$ cat src/rtl/truth_table_capture.sv
// Sweeps a 3-input DUT through vectors 0..7, capturing its output as a minterm mask and comparing it to a latched expectation.
// A sweep takes 8*(SETTLE+1) cycles from the accepted start edge to done; start is ignored while a sweep is running.
module truth_table_capture #(
  parameter int SETTLE = 2
) (
  input  logic       clk,
  input  logic       rst_n,
  input  logic       start_i,
  input  logic [7:0] expected_i,
  input  logic       s_i,
  output logic       x_o,
  output logic       y_o,
  output logic       z_o,
  output logic       busy_o,
  output logic       done_o,
  output logic [7:0] mask_o,
  output logic       pass_o,
  output logic [2:0] fail_idx_o
);

  localparam logic [1:0] IDLE = 2'd0;
  localparam logic [1:0] RUN  = 2'd1;
  localparam logic [1:0] DONE = 2'd2;
  localparam logic [3:0] SETTLE_C = 4'(SETTLE);

  logic [1:0] state_q, state_d;
  logic [2:0] idx_q, idx_d;
  logic [3:0] cnt_q, cnt_d;
  logic [7:0] mask_q, mask_d;
  logic [7:0] exp_q, exp_d;
  logic [7:0] diff;
  logic [2:0] first_diff;

  always_comb begin
    state_d = state_q;
    idx_d   = idx_q;
    cnt_d   = cnt_q;
    mask_d  = mask_q;
    exp_d   = exp_q;
    case (state_q)
      RUN: begin
        if (cnt_q == SETTLE_C) begin
          mask_d[idx_q] = s_i;
          cnt_d         = 4'd0;
          // Index stays at 7 in DONE so the last vector remains on the DUT inputs.
          if (idx_q == 3'd7) state_d = DONE;
          else               idx_d   = idx_q + 3'd1;
        end else begin
          cnt_d = cnt_q + 4'd1;
        end
      end
      default: begin
        if (start_i) begin
          state_d = RUN;
          exp_d   = expected_i;
          mask_d  = 8'h00;
          idx_d   = 3'd0;
          cnt_d   = 4'd0;
        end
      end
    endcase
  end

  always_ff @(posedge clk or negedge rst_n) begin
    if (!rst_n) begin
      state_q <= IDLE;
      idx_q   <= 3'd0;
      cnt_q   <= 4'd0;
      mask_q  <= 8'h00;
      exp_q   <= 8'h00;
    end else begin
      state_q <= state_d;
      idx_q   <= idx_d;
      cnt_q   <= cnt_d;
      mask_q  <= mask_d;
      exp_q   <= exp_d;
    end
  end

  assign diff = mask_q ^ exp_q;

  always_comb begin
    first_diff = 3'd0;
    for (int k = 7; k >= 0; k--) begin
      if (diff[k]) first_diff = 3'(k);
    end
  end

  assign {x_o, y_o, z_o} = idx_q;
  assign busy_o     = (state_q == RUN);
  assign done_o     = (state_q == DONE);
  assign mask_o     = mask_q;
  // Verdict outputs are forced low outside DONE so reset and mid-sweep values read as zero.
  assign pass_o     = done_o && (diff == 8'h00);
  assign fail_idx_o = done_o ? first_diff : 3'd0;

endmodule

$ cat config.mk
export PLATFORM = sky130hd
export DESIGN_NAME = truth_table_capture
export DESIGN_NICKNAME = d
export VERILOG_FILES = /design/src/rtl/truth_table_capture.sv
export SDC_FILE = /design/constraint.sdc
export NUM_CORES = 1
export LEC_CHECK = 0
export BUFFER_PORTS_ARGS = -buffer_cell sky130_fd_sc_hd__buf_2
export CORE_MARGIN = 10
export CORE_UTILIZATION = 50
export DETAILED_ROUTE_END_ITERATION = 12
export GPL_TIMING_DRIVEN = 0
export PLACE_DENSITY_LB_ADDON = 0.25
export SYNTH_ARGS = -nofsm -noshare
export SYNTH_HDL_FRONTEND = slang
export SYNTH_SLANG_ARGS = --single-unit
$ cat constraint.sdc
create_clock -name clk -period 1.85 [get_ports clk]
set_input_delay 0.185 -clock clk [delete_from_list [all_inputs] [get_ports clk]]
set_output_delay 0.185 -clock clk [all_outputs]
set_load 0.02 [all_outputs]
* Word-level counts from Yosys, hierarchy flattened
Cells that the tools add are included.
** Word-level totals
- Register bits after elaboration :: 25
- Output and inout bits :: 17
- Word-level logic and storage cells :: 52
** Operators by class
- Add/subtract/negate cells :: 2
- Order comparisons :: 2
- Equality and inequality tests :: 7
- Mux-type cells :: 26
- Bitwise logic cells :: 2
- Reductions and logical operators :: 8
** Operator list (number)
- $mux 3 :: 13
- $mux 8 :: 3
- $mux 4 :: 3
- $bwmux 8 :: 1
- $logic_not 8->1 :: 1
- $mux 2 :: 4
- $xor 8x8->8 :: 1
- $reduce_and 3->1 :: 2
- $add 4x1->4 const B :: 1
- $eq 4x2->1 const B :: 1
- $lt 3x4->1 const B :: 1
- $ne 2x1->1 const B :: 2
- $reduce_and 2->1 :: 2
- $add 3x1->3 const B :: 1
- $demux 1 s3 :: 1
- $eq 3x3->1 const B :: 1
- $ge 3x1->1 const B :: 1
- $eq 2x1->1 const B :: 1
- $eq 2x2->1 const B :: 1
- $logic_and 1x1->1 :: 2
- $ne 2x2->1 const B :: 1
- $reduce_bool 2->1 :: 1
- $mux 1 :: 1
- $not 1->1 :: 1

* Longest topological paths before layout
- Depth in word-level cells :: 10
- Gate-level depth with buffers :: 6

* Worst setup path before layout
Ideal clock, no wire load.
- Path type :: flip-flop to output port
- Start point :: register mask_q[1] (netlist: mask_o[1])
- End point :: output port fail_idx_o[1]
- Arrival :: 1377 ps
- Setup slack :: 288 ps
- Cell stages (with the launch flop) :: 4
- Path buffers :: 0
- Cells stage by stage :: dfrtp_1 xor2_1 nor3_1 a21boi_0
** Between the ends
- Cells in the longest elaborated chain, start to end :: 4
** RTL lines
- start, declared :: RTL line 29 : logic [7:0] mask_q, mask_d;
- start signal, assigned :: RTL line 75 : mask_q <= mask_d;
- $xor 8x8->8 :: RTL line 80 : assign diff = mask_q ^ exp_q;
- $mux 3 (2 in series) :: RTL line 85 : if (diff[k]) first_diff = 3'(k);
- $mux 3 :: RTL line 95 : assign fail_idx_o = done_o ? first_diff : 3'd0;
- end, declared :: RTL line 18 : output logic [2:0] fail_idx_o
Every way passes these cells.

* Final worst setup path
- Start point :: register state_q[0]
- End point :: output port fail_idx_o[1]
** Between the ends
- Cells in the longest elaborated chain, start to end :: 2
** RTL lines
- start, declared :: RTL line 26 : logic [1:0] state_q, state_d;
- start signal, assigned :: RTL line 72 : state_q <= state_d;
- $eq 2x2->1 :: RTL line 91 : assign done_o = (state_q == DONE);
- $mux 3 :: RTL line 95
Every way passes these cells.

==> results.cfg <==
[status]
status = completed

[synth]
synthArstFlopShare = 1.00
synthesis.nets = 148
synth_warnings = 0
synthesis.area_sq_um = 1370
synth_mux_area_frac = 0.0931
synth_top_family_by_area = compound AO/OA/AOI/OAI gates
synth_compound_area_frac = 0.172
ys_seq_area_frac = 0.456
synth-edff-count = 0
synth_xor_area_frac = 0.0639
yosys-top-cells-area = dfrtp_1 46%, mux2_2 6.6%, o21ai_0 6.2%, xor2_1 3.8%, ha_1 3.6%
synthCells = 132
yosysTopAreaCellShare = 0.456
avgSynthCellArea_sq_um = 10.4
yosys.area_share.simple = 0.144
synth_adder_area_share = 0.0365
ys.flop_type = dfrtp_1
ys_types = 35
ys_ff_latch = 25
yosys.area.top_type = dfrtp_1

[cells_and_area]
n_fill_cell = 223
stdcell_count = 195
multi_input_area_sq_um = 707
drive_gt1_frac = 0.327
layout.nets = 182
areaGrowthSynthToFinish_pct = 16.4
register_area_sq_um = 627
n_antenna_cell = 0

[timing]
post-route-period-util = 0.938
fmax_mhz = 577
fin_setup_tns_ns = 0
min_period_ns = 1.73
clock_skew_ns = 0.00129
max_slew_margin = 0.637
setup_violations = 0
hold_violations = 0
tightest_slew_ns = 0.545
slew_violations = 0

[detailed_routing]
route.detailed.drc = 0
ant_nets = 0
post_drt_via_cell_ratio = 5.52
first_iter_violations = 41
wire_per_inst_microns = 15.5
vias = 1076
finalWirelength_mm = 3.01
drt-pass1-iter-count = 4

[power_and_ir_drop]
peakVddDrop_v = 0.000923
powerDensity_nw_per_um2 = 1560
leakagePower_nw = 0.736

[setup_path]
crit_arrival_ns = 1.55
critPathKind = reg2out
crit_chain = nand2b_1, nor3_2, a21boi_0, buf_2
cpLargestDelayFamily = flip-flops
required_ns = 1.66
crit_buf_inv = 1
cp-start-kind = register
critPathCaptureType = output pin
slowest_delay_ns = 0.44
worst-path-max-fanout = 3
cp_slowest_cell = dfrtp_1

[die]
num_rows = 18
die_width_microns = 72.4
die_y_microns = 72.4
io_pins = 29
die_area_sq_um = 5240
core_sq_um = 2540
start_util = 0.539

[grt]
grt_pass1_wl_mm = 5.00
overflow = 0
antenna_found_initial = 0
grt_max_degree = 26
grtUsageTotal = 0.115
grt_pass1_vias = 1097

[cts]
cts_buffers = 3
worstSkewPairLatency_ns = 0.31
cts_sinks = 25
cts_setup_buffers = 0
clk_pin_slew_ns = 0.12
cts_tree = yes
cts_root_buf = clkbuf_4
clk_path_buf_depth = 2
htreeDepth = 1

[place]
place_inst = 190
portBuffers = 28
place_congestion = 0.750
dpl.hpwl_mm = 2.38

[flow_run]
drv_cap = 0

[worst_hold_path]
hold_class = in2reg
flip-flops by register name, indices dropped and copies added (netlist names):
signal / count
exp_q: 8
mask_o: 8
idx_q: 3
cnt_q: 4
state_q: 2
worst reg2reg max path, delay by kind of cell, from the launching register on:
family / cells / cell delay [ns]
compound gates: 1 / 0.23
simple gates: 3 / 0.70
fa+ha+maj: 1 / 0.16
buf+inv: 1 / 0.08
flops: 1 / 0.46
cells in the mapped netlist (4+ instances only):
cell type and n:
inv_1 5, xnor2_1 4, mux2_2 8, o31ai_1 5, dfrtp_1 25, nor3_1 4, nor2_1 6, a31oi_1 5
ha_1 4, o21ai_0 17, nand2_1 8, xor2_1 6
layer usage:
metal | global-route usage | share of wire | vias up
met5 | 0 | 0 | -
met4 | 0.0380 | 0.014 | 0
met3 | 0.0435 | 0.087 | 5
met2 | 0.174 | 0.44 | 27
met1 | 0.146 | 0.46 | 507
li1 | - | - | 537
what timing repair did:
item | CTS | global route
setup endpoints to repair | 0 | 4
resized for setup | 0 | 4
endpoints found under the hold margin | 25 | 0
hold buffers | 1 | 0
final cells by class:
cell class	instances	share of cell area
Tap cell	30	0.0235
Timing Repair Buffer	29	0.0956
Clock buffer	4	0.0165
Buffer	5	0.0149
Inverter	6	0.0141
Multi-Input combinational cell	96	0.443
Sequential cell	25	0.393
path summary, 6_finish.rpt:
check	from	end	slack (ns)	depth (start not counted)
worst max-delay path	state_q[0]	fail_idx_o[1]	0.12	4
worst min-delay path	expected_i[7]	exp_q[7]	0.09	2
worst max register to register	cnt_q[0]	mask_o[0]	0.14	6
worst min register to register	exp_q[0]	exp_q[0]	0.55	1
max in group asynchronous	rst_n	mask_o[6]	1.09	2
min in group asynchronous	rst_n	exp_q[1]	0.37	2
power by group:
group	total, mW	switching [mW]	internal [mW]
Sequential	1.02	0.242	0.777
Clock	0.238	0.153	0.0844
Combinational	1.24	0.684	0.555
metrics by stage:
step | setup WS, ns | instance area [sq um] | util | power [mW] | hold WS (ns)
5_1_grt | -0.00459 | 1600 | 0.627 | 2.71 | 0.0779
6_report | 0.115 | 1600 | 0.627 | 2.50 | 0.0947
2_1_floorplan | 0.288 | 1370 | - | 1.91 | -0.111
4_1_cts | 0.0389 | 1590 | 0.623 | 2.50 | 0.0829
3_5_place_dp | 0.182 | 1550 | 0.609 | 2.25 | 0.206
3_3_place_gp | 0.248 | 1550 | 0.609 | 2.18 | 0.197
kinds of logic (layout without fill, tap and decap cells):
group | Yosys count | count (layout)
DFF | 25 | 25
buffers and inverters | 11 | 44
muxes | 10 | 10
xor gates and xnor gates | 10 | 10
AOI/OAI and AO/OA | 38 | 38
adders and majority gates | 4 | 4
and+or+nand+nor | 34 | 34
cell usage in the layout (no fill, tap or decap), types with 4 or more instances in the layout:
master	count
a31oi_1	5
buf_2	28
clkbuf_1	4
dfrtp_1	24
ha_1	4
inv_1	5
mux2_2	8
nand2_1	8
nor2_1	6
o21ai_0	17
o31ai_1	5
xnor2_1	4
xor2_1	6
Note: power is estimated with default switching activity, not from simulation.
